File: src/rtl/l2_miss_sequencer.sv
// L2 miss sequencer: recall/write-back/evict the victim, fetch the missing line,
// write tag/state and deliver the line to L1, one miss at a time.
module l2_miss_sequencer #(
    parameter int TAG_W    = 11,
    parameter int INDEX_W  = 15,
    parameter int OFFSET_W = 6,
    parameter int WAY_W    = 3
) (
    input  logic               clk,
    input  logic               rst_n,
    input  logic               req_valid,
    output logic               req_ready,
    input  logic               req_write,
    input  logic [31:0]        req_addr,
    input  logic [WAY_W-1:0]   victim_way,
    input  logic               victim_valid,
    input  logic               victim_dirty,
    input  logic [TAG_W-1:0]   victim_tag,
    output logic               bus_valid,
    output logic [2:0]         bus_op,
    output logic [31:0]        bus_addr,
    input  logic               bus_ack,
    input  logic [1:0]         snoop_result,
    output logic               l1_valid,
    output logic [2:0]         l1_msg,
    output logic [31:0]        l1_addr,
    input  logic               l1_ack,
    output logic               fill_valid,
    output logic [WAY_W-1:0]   fill_way,
    output logic [INDEX_W-1:0] fill_index,
    output logic [TAG_W-1:0]   fill_tag,
    output logic [1:0]         fill_state,
    output logic [15:0]        wb_count
);

    localparam logic [2:0] BUS_READ  = 3'd1;
    localparam logic [2:0] BUS_WRITE = 3'd2;
    localparam logic [2:0] BUS_RWIM  = 3'd4;
    localparam logic [2:0] L1_GETLINE   = 3'd1;
    localparam logic [2:0] L1_SENDLINE  = 3'd2;
    localparam logic [2:0] L1_EVICTLINE = 3'd4;
    localparam logic [1:0] SNOOP_NOHIT = 2'd0;
    localparam logic [1:0] MESI_S = 2'd1;
    localparam logic [1:0] MESI_E = 2'd2;
    localparam logic [1:0] MESI_M = 2'd3;

    typedef enum logic [2:0] {
        S_IDLE, S_RECALL, S_WRBACK, S_EVICT, S_FETCH, S_FILL, S_SEND
    } state_t;

    state_t               state, state_nx;
    logic                 wr_q;
    logic [TAG_W-1:0]     rtag_q;
    logic [INDEX_W-1:0]   idx_q;
    logic [WAY_W-1:0]     vway_q;
    logic [TAG_W-1:0]     vtag_q;
    logic [1:0]           snoop_q;
    logic [15:0]          wb_cnt;
    logic [31:0]          vaddr, raddr;
    logic                 unused_offset;

    assign unused_offset = ^req_addr[OFFSET_W-1:0];
    assign vaddr    = {vtag_q, idx_q, {OFFSET_W{1'b0}}};
    assign raddr    = {rtag_q, idx_q, {OFFSET_W{1'b0}}};
    assign wb_count = wb_cnt;

    always_ff @(posedge clk) begin
        if (!rst_n) begin
            state   <= S_IDLE;
            wr_q    <= 1'b0;
            rtag_q  <= '0;
            idx_q   <= '0;
            vway_q  <= '0;
            vtag_q  <= '0;
            snoop_q <= '0;
            wb_cnt  <= '0;
        end else begin
            state <= state_nx;
            if (state == S_IDLE && req_valid) begin
                wr_q   <= req_write;
                rtag_q <= req_addr[OFFSET_W+INDEX_W +: TAG_W];
                idx_q  <= req_addr[OFFSET_W +: INDEX_W];
                vway_q <= victim_way;
                vtag_q <= victim_tag;
            end
            if (state == S_FETCH && bus_ack)
                snoop_q <= snoop_result;
            if (state == S_WRBACK && bus_ack && wb_cnt != '1)
                wb_cnt <= wb_cnt + 16'd1;
        end
    end

    // Outputs are pure state decode; payload registers are idle-zeroed only by reset,
    // so address/fill fields are gated to their owning state.
    always_comb begin
        state_nx   = state;
        req_ready  = 1'b0;
        bus_valid  = 1'b0;
        bus_op     = '0;
        bus_addr   = '0;
        l1_valid   = 1'b0;
        l1_msg     = '0;
        l1_addr    = '0;
        fill_valid = 1'b0;
        fill_way   = '0;
        fill_index = '0;
        fill_tag   = '0;
        fill_state = '0;
        case (state)
            S_IDLE: begin
                req_ready = 1'b1;
                if (req_valid) begin
                    if (victim_valid && victim_dirty) state_nx = S_RECALL;
                    else if (victim_valid)            state_nx = S_EVICT;
                    else                              state_nx = S_FETCH;
                end
            end
            S_RECALL: begin
                l1_valid = 1'b1;
                l1_msg   = L1_GETLINE;
                l1_addr  = vaddr;
                if (l1_ack) state_nx = S_WRBACK;
            end
            S_WRBACK: begin
                bus_valid = 1'b1;
                bus_op    = BUS_WRITE;
                bus_addr  = vaddr;
                if (bus_ack) state_nx = S_EVICT;
            end
            S_EVICT: begin
                l1_valid = 1'b1;
                l1_msg   = L1_EVICTLINE;
                l1_addr  = vaddr;
                if (l1_ack) state_nx = S_FETCH;
            end
            S_FETCH: begin
                bus_valid = 1'b1;
                bus_op    = wr_q ? BUS_RWIM : BUS_READ;
                bus_addr  = raddr;
                if (bus_ack) state_nx = S_FILL;
            end
            S_FILL: begin
                fill_valid = 1'b1;
                fill_way   = vway_q;
                fill_index = idx_q;
                fill_tag   = rtag_q;
                if (wr_q)                      fill_state = MESI_M;
                else if (snoop_q == SNOOP_NOHIT) fill_state = MESI_E;
                else                           fill_state = MESI_S;
                state_nx = S_SEND;
            end
            S_SEND: begin
                l1_valid = 1'b1;
                l1_msg   = L1_SENDLINE;
                l1_addr  = raddr;
                if (l1_ack) state_nx = S_IDLE;
            end
            default: state_nx = S_IDLE;
        endcase
    end

endmodule
File: config.mk
export PLATFORM = sky130hd
export DESIGN_NAME = l2_miss_sequencer
export DESIGN_NICKNAME = d
export VERILOG_FILES = /design/src/rtl/l2_miss_sequencer.sv
export SDC_FILE = /design/constraint.sdc
export NUM_CORES = 1
export LEC_CHECK = 0
export ABC_AREA = 1
export CORE_MARGIN = 2
export CORE_UTILIZATION = 32
export DETAILED_ROUTE_END_ITERATION = 8
export PLACE_DENSITY = 0.78
export SYNTH_ARGS = -nofsm -noshare
export SYNTH_HDL_FRONTEND = slang
export SYNTH_SLANG_ARGS = --single-unit
export TNS_END_PERCENT = 20
File: constraint.sdc
create_clock -name clk -period 1.7 [get_ports clk]
set_input_delay 0.34 -clock clk [delete_from_list [all_inputs] [get_ports clk]]
set_output_delay 0.34 -clock clk [all_outputs]
set_load 0.005 [all_outputs]
### After elaboration in Yosys (flattened, before gate mapping)

Index checks and enable logic that the tools add are counted.
Widths: inputs -> output; s select.

* register bits: 62
* latch bits: 0
* bits in writable memories: 0
* memory bits (read-only): 0
* bits of input ports: 56
* output and inout bits: 121
* word-level logic and storage cells: 57
* memories kept: 0

* $add $sub $neg: 1
* multiply operators: 0
* div/mod/pow operators: 0
* order comparisons: 0
* equality and inequality tests: 13
* shifts and indexed selects: 0
* muxes and demuxes: 24
* bitwise logic cells: 0
* reductions and logical operators: 11

Operator list (number)
* $pmux 32 s2: 2
* $mux 3: 10
* $pmux 3 s7: 1
* $add 16x1->16 const B: 1
* $ne 16x16->1 const B: 1
* $mux 15: 1
* $ne 2x2->1 const B: 6
* $mux 11: 1
* $eq 3x3->1 const B: 3
* $pmux 3 s3: 1
* $eq 3x2->1 const B: 2
* $mux 2: 3
* $pmux 3 s2: 1
* $reduce_and 6->1: 1
* $logic_and 1x1->1: 5
* $mux 1: 4
* $reduce_or 2->1: 2
* $eq 3x1->1 const B: 1
* $logic_not 3->1: 1
* $reduce_or 3->1: 1
* $logic_not 2->1: 1

### Longest topological paths before layout

Gate-level depths: netlist (run 1).

* word-level depth: 4
* gate-level depth with buffers: 10
* mapped depth without buffers: 10

### Worst setup path after synthesis (run 1)

Ideal clock, no wire load.

* path kind: register -> output
* from: reg state[1]
* to: out bus_addr[10]
* arrival: 1138 ps
* required time: 1360 ps
* slack: 222 ps
* cell stages (with the launch flop): 8
* path buffers: 2
* cell sequence: dfxtp_1 -> buf_4 -> nor2_2 -> nand2_1 -> nand2_1 -> inv_2 -> buf_2 -> nor2_1

* word-level cells in the longest chain between the ends: 2
* elaborated cells between the ends (all ways): 3
* those cells by class: 2 x eq/ne; 1 x mux

Ends and longest elaborated chain
* start: declaration: RTL line 51 `state_t state, state_nx;`
* start signal: assignment: RTL line 78 `state <= state_nx;`
* $eq 3x3->1 / $eq 3x2->1 (equally long branches): RTL line 109 `case (state)`
* $pmux 32 s2 (*): RTL line 109
* end: declaration: RTL line 21 `output logic [31:0] bus_addr,`

Mark *: on every way between the ends. The rest lies on a longest branch, timed or not.

### Worst setup path in the final report (run 1)

* from: reg state[0]
* to: out l1_addr[27]

* word-level cells in the longest chain between the ends: 3
* elaborated cells between the ends (all ways): 5
* those cells by class: 3 x eq/ne; 1 x mux; 1 x reduce/logical

Ends and longest elaborated chain
* $eq 3x2->1 / $eq 3x1->1 (equally long branches): RTL line 109
* $reduce_or 2->1 (no line)
* $pmux 32 s2 (*): RTL line 109
* end: declaration: RTL line 26 `output logic [31:0] l1_addr,`

Marked as above.

==> impl_metrics.env, run 1 <==
export IMPL_status="finished, violations left"
export IMPL_failed_checks="negative setup slack"
export IMPL_die_h_um=105
export IMPL_avgSynthCellArea_sq_um=6.49
export IMPL_max_cap_violations=0
export IMPL_cts_tree="done"
export IMPL_grt_ovfl_total=0
export IMPL_power_leakage_nw=2.32
export IMPL_wirelength_um=11400
export IMPL_die_area_sq_um=10900
export IMPL_antenna_cells=0
export IMPL_timing_fmax_mhz=537
export IMPL_cp_required_ns=1.36
export IMPL_synthDistinctLibCells=25
export IMPL_critPathMaxFanout=4
export IMPL_final_core_util=0.555
export IMPL_grt_max_degree=59
export IMPL_numCtsBuffers=9
export IMPL_synth_warnings=0
export IMPL_ff2ff_setup_slack_ns=0.15
export IMPL_fin_worst_skew_ns=0.00764
export IMPL_place_gp_congestion=0.921
export IMPL_clk_latency_ns=0.34
export IMPL_placed_area_sq_um=5070
export IMPL_detail_route_antenna_nets=0
export IMPL_clock_path_buffers=2
export IMPL_fill_cells=911
export IMPL_drc=0
export IMPL_fin_tns_setup_ns=-3.73
export IMPL_post_route_period_util=1.09
export IMPL_rsz0062_at_grt="yes"
export IMPL_end_kind="output port"
export IMPL_final_nets=734
export IMPL_dp_hpwl_um=8030
export IMPL_post_drt_wl_per_cell_um=14.0
export IMPL_slew_viol_final=0
export IMPL_stdcell_area_sq_um=5430
export IMPL_track_usage=0.204
export IMPL_fin_ws_ns=-0.161
export IMPL_path_buf_inv=5
export IMPL_power_density_nw_per_um2=1240
export IMPL_synth_cells=498
export IMPL_vias=3887
export IMPL_core_sq_um=9770
export IMPL_path_cells="inv_6, buf_6, nand3_4, buf_6, buf_12, o22ai_2, buf_2"
export IMPL_path_clk_slew_ns=0.07
export IMPL_setup_viol_count_final=61
export IMPL_grt_pass1_wl_um=18100
export IMPL_finalHoldViolCount=0
export IMPL_drtIter0Drc=158
export IMPL_row_count=36
export IMPL_multi_input_area_sq_um=1920
export IMPL_grt_pass1_vias=3712
export IMPL_path_delay_family="buffers and inverters"
export IMPL_syn_area_sq_um=3230
export IMPL_io_pins=177
export IMPL_ys_ff_latch=62
export IMPL_yosysSeqAreaShare=0.384
export IMPL_crit_path_frequent_cell="buf_6"
export IMPL_cts_root_buf="clkbuf_8"
export IMPL_via_per_inst=4.77
export IMPL_firstDrtPassIters=4
export IMPL_regArea_sq_um=1260
export IMPL_h_tree_depth=3
export IMPL_cp_slowest_stage_delay_ns=0.37
export IMPL_critPathSlowestCell="dfxtp_4"
export IMPL_p_total_mw=6.76
export IMPL_syn2layout_area_growth_pct=67.9
export IMPL_peakVddDrop_mv=0.399
export IMPL_post_route_min_period_ns=1.86
export IMPL_antenna_found_initial=0
export IMPL_crit_path_start_kind="register"
export IMPL_cp_data_arrival_time_ns=1.52
export IMPL_start_util=0.331
export IMPL_drive_gt1_frac=0.362
export IMPL_die_w_um=105
export IMPL_min_path_type="in2reg"
export IMPL_port_buffers=158
export IMPL_cts_num_sinks=62
export IMPL_crit_type="reg2out"
[metal layers]
layer / global-route usage / up-vias / part of all wire
li1: - / 1923 / -
met1: 0.227 / 1765 / 0.39
met2: 0.357 / 168 / 0.50
met3: 0.0605 / 31 / 0.084
met4: 0.0907 / 0 / 0.029
met5: 0 / - / 0
[worst reg2reg max path, cell delays in order (launching register included)]
cell and delay (ns):
dfxtp_4 0.42, inv_2 0.07, buf_4 0.14, nand2_2 0.08, inv_2 0.04, buf_4 0.14, nand2_4 0.14, buf_12 0.21
o21ai_1 0.10, a21oi_1 0.15
[report_power, final]
| part | switching (mW) | internal (mW) |
|---|---|---|
| Combinational | 1.98 | 1.38 |
| Clock | 0.602 | 0.723 |
| Sequential | 0.196 | 1.88 |
[timing repair]
action,4_1_cts,5_1_grt
pin swaps,3,4
hold buffers,0,0
setup endpoints to repair,93,109
resized for setup,411,71
gates cloned,2,1
buffers inserted,5,4
endpoints found under the hold margin,0,0
[registers in the layout, indices dropped and copies added, names as in the netlist]
| name | count |
|---|---|
| rtag_q | 11 |
| vway_q | 3 |
| state | 3 |
| wr_q | 1 |
| wb_count | 16 |
| snoop_q | 2 |
| vtag_q | 11 |
| idx_q | 15 |
[per-stage QoR]
| step | hold WS, ns | setup WS (ns) | std cells |
|---|---|---|---|
| floorplan | 0.430 | 0.222 | 509 |
| global placement | 0.443 | -0.158 | 788 |
| detailed placement | 0.453 | -0.214 | 788 |
| CTS | 0.454 | -0.225 | 811 |
| global route | 0.479 | -0.231 | 815 |
| finish | 0.480 | -0.161 | 815 |
[kinds of logic (layout without fill, tap and decap cells)]
logic type,Yosys count,count (layout),share of synthesized area
compound gates,123,123,0.200
xor+xnor,4,4,0.0108
fa+ha+maj,1,1,0.00387
buf+inv,108,281,0.147
flops,62,62,0.384
other cells,1,12,0.00116
simple gates,199,199,0.254
[placed cells by master, fill, tap and decap left out, types with 2 or more instances in the layout]
master and count:
nand2_2 4, conb_1 12, nand3_4 2, o21ai_1 11, nand4_1 5, inv_6 3
clkdlybuf4s50_1 65, nand2_1 54, a31oi_1 2, buf_4 20, dfxtp_2 6, dfxtp_1 53
o21ai_0 39, nor2_4 8, xnor2_1 2, a21oi_1 49, xor2_1 2, o22ai_1 3
clkbuf_8 10, nor2_2 46, dfxtp_4 3, nand3_1 13, inv_2 4, clkdlybuf4s15_2 7
buf_6 5, o22ai_2 17, o22ai_4 2, nor2_1 59, clkinvlp_4 3, inv_1 64
clkbuf_2 2, nand2_4 4, buf_12 8, buf_2 83
[final timing paths]
path,start,cells past startpoint,endpoint
setup / recovery,state[0],7,l1_addr[27]
hold / removal,rst_n,4,wb_count[10]
setup reg to reg,state[2],9,vtag_q[7]
hold reg to reg,snoop_q[0],2,snoop_q[0]
[synth_stat cells (all sizes together)]
library cell / number / area [sq um]
a21oi: 49 / 245
a31oi: 2 / 12.5
buf: 24 / 160
clkbuf: 13 / 48.8
conb: 1 / 3.75
dfxtp: 62 / 1240
ha: 1 / 12.5
inv: 71 / 267
nand2: 63 / 249
nand3: 16 / 90.1
nand3b: 1 / 7.51
nand4: 5 / 31.3
nor2: 113 / 437
o21ai: 50 / 250
o22ai: 22 / 138
or2: 1 / 6.26
xnor2: 2 / 17.5
xor2: 2 / 17.5
[final cells by class]
class                           instances  share of cell area
Inverter                               71              0.0537
Multi-Input combinational cell        339               0.354
Tap cell                              133              0.0307
Clock inverter                          6              0.0129
Clock buffer                           10              0.0254
Timing Repair inverter                  1             0.00161
Sequential cell                        62               0.232
Timing Repair Buffer                  193               0.290
(Power assumes the default switching activity.)
==> inputs of run 2 (changes only) <==
- SKIP_LAST_GASP: default -> 1
==> run 2 against run 1 <==
Net effect: critical path depth fell by 1; global-route usage down 0.50 points; sequential power hardly changed; count of clock-buffer cells in the layout did not move; largest cell class is now buffers; wire length decreased by 0.90%; the run still ends with negative setup slack left; largest power group unchanged; critical endpoint is now bus_addr[22].
==> impl_metrics.env, run 2 (synthesized netlist as in run 1, its figures left out) <==
export IMPL_row_count=36
export IMPL_peakVddDrop_mv=0.412
export IMPL_max_cap_violations=0
export IMPL_regArea_sq_um=1250
export IMPL_die_area_sq_um=10900
export IMPL_end_kind="output port"
export IMPL_cp_slowest_stage_delay_ns=0.37
export IMPL_cp_data_arrival_time_ns=1.55
export IMPL_path_buf_inv=4
export IMPL_p_seq_frac=0.316
export IMPL_cts_hold_buf=0
export IMPL_via_per_inst=4.79
export IMPL_dp_hpwl_um=8030
export IMPL_critPathMaxFanout=13
export IMPL_post_route_period_util=1.11
export IMPL_path_clk_slew_ns=0.07
export IMPL_placed_area_sq_um=5070
export IMPL_slew_viol_final=0
export IMPL_io_pins=177
export IMPL_combPwrFrac=0.482
export IMPL_drtIter0Drc=156
export IMPL_die_w_um=105
export IMPL_drive_gt1_frac=0.211
export IMPL_grt_pass1_wl_um=17600
export IMPL_fill_cells=931
export IMPL_cts_root_buf="clkbuf_8"
export IMPL_p_total_mw=6.53
export IMPL_drc=0
export IMPL_swShare=0.392
export IMPL_cp_required_ns=1.36
export IMPL_clock_path_buffers=2
export IMPL_core_sq_um=9770
export IMPL_finalHoldViolCount=0
export IMPL_final_core_util=0.556
export IMPL_fin_worst_skew_ns=0.00909
export IMPL_final_common_cell="nor2_1"
export IMPL_vias=3910
export IMPL_die_h_um=105
export IMPL_final_nets=736
export IMPL_syn2layout_area_growth_pct=68.0
export IMPL_rsz0062_at_grt="yes"
export IMPL_multi_input_area_sq_um=1730
export IMPL_post_route_min_period_ns=1.89
export IMPL_cts_num_sinks=62
export IMPL_cts_tree="done"
export IMPL_setup_viol_count_final=90
export IMPL_path_delay_family="buffers and inverters"
export IMPL_power_density_nw_per_um2=1200
export IMPL_failed_checks="negative setup slack"
export IMPL_internal_power_mw=3.97
export IMPL_wirelength_um=11300
export IMPL_start_util=0.331
export IMPL_crit_path_start_kind="register"
export IMPL_power_leakage_nw=2.47
export IMPL_grt_ovfl_total=0
export IMPL_crit_type="reg2out"
export IMPL_p_clk_frac=0.203
export IMPL_port_buffers=158
export IMPL_place_gp_congestion=0.921
export IMPL_min_path_type="reg2reg"
export IMPL_post_place_ws_ns=-0.214
export IMPL_antenna_cells=0
export IMPL_stdcell_area_sq_um=5430
export IMPL_fin_ws_ns=-0.190
export IMPL_track_usage=0.199
export IMPL_status="finished, violations left"
export IMPL_critPathSlowestCell="dfxtp_4"
export IMPL_numCtsBuffers=9
export IMPL_antenna_found_initial=0
export IMPL_grt_max_degree=59
export IMPL_power_switching_mw=2.56
export IMPL_largest_register_ff_count=16
export IMPL_detail_route_antenna_nets=0
export IMPL_firstDrtPassIters=5
export IMPL_layout_common_cells="95 x nor2_1, 65 x clkdlybuf4s50_1, 64 x inv_1"
export IMPL_timing_fmax_mhz=529
export IMPL_post_drt_wl_per_cell_um=13.8
export IMPL_grt_pass1_vias=3631
export IMPL_h_tree_depth=3
export IMPL_clk_latency_ns=0.34
export IMPL_path_cells="inv_6, buf_6, nand3_4, buf_12, o22ai_1, dlygate4sd2_1"
-- run 2: cell types whose count changed in the layout (fill, tap and decap cells not counted), moves of 2 or more --
cell             previous run  this run
clkbuf_2                    2         7
nor2_4                      8         5
o22ai_1                     3        12
dfxtp_2                     6         0
dlygate4sd2_1               1        51
clkdlybuf4s15_2             7         4
o22ai_2                    17        10
dlymetal6s2s_1              0         2
dfxtp_1                    53        59
buf_4                      20        23
nor2_1                     59        95
buf_2                      83        28
nor2_2                     46        13
o22ai_4                     2         0
-- run 2: per-stage QoR --
step,std cells,TNS [ns],hold WS [ns]
after floorplan,509,0,0.430
after global placement,788,-8.58,0.443
after detailed placement,788,-12.20,0.453
after CTS,811,-14.64,0.454
after global routing,817,-18.74,0.488
final,817,-10.59,0.466
-- run 2: final cells by class --
| cell class | count | area share |
|---|---|---|
| clock buffers | 10 | 0.0253 |
| inverters | 71 | 0.0532 |
| well taps | 133 | 0.0306 |
| flip-flops and latches | 62 | 0.231 |
| repair buffers | 196 | 0.330 |
| multi-input cells | 339 | 0.318 |
| clock inverters | 6 | 0.0129 |
-- run 2: routing by layer --
layer  share of wire  wire [um]  track usage
met2            0.51       5710        0.354
met1            0.40       4530        0.223
met3           0.076        857       0.0530
met4           0.016        183       0.0820
met5               0          0            0
-- run 2: path summary, 6_finish.rpt --
kind / startpoint / endpoint / slack (ns) / cells after the start
worst max-delay path: state[0] / bus_addr[22] / -0.19 / 6
worst min-delay path: vway_q[0] / vway_q[0] / 0.47 / 2
worst max register to register: state[0] / wb_count[9] / 0.14 / 10
worst min register to register: vway_q[0] / vway_q[0] / 0.47 / 2
-- run 2: timing repair --
item	CTS	global route
endpoints found under the hold margin	0	0
setup buffers	5	5
pin swaps	2	2
cloned	2	1
resized for setup	208	56
setup endpoints to repair	93	110
-- run 2: power groups by stage --
stage	clock network, mW	logic, mW	registers, mW
6_report	1.32	3.14	2.06
5_1_grt	1.43	3.42	2.10
4_1_cts	1.37	3.02	2.06
3_5_place_dp	0	2.92	2.05
3_3_place_gp	0	2.83	2.03
2_1_floorplan	0	1.51	2.01
-- run 2: worst register-to-register path, delay by kind of cell, from the launching register on --
kind	cells	cell delay (ns)
AND/OR/NAND/NOR	7	0.74
flip-flops	1	0.37
buffers and inverters	3	0.34
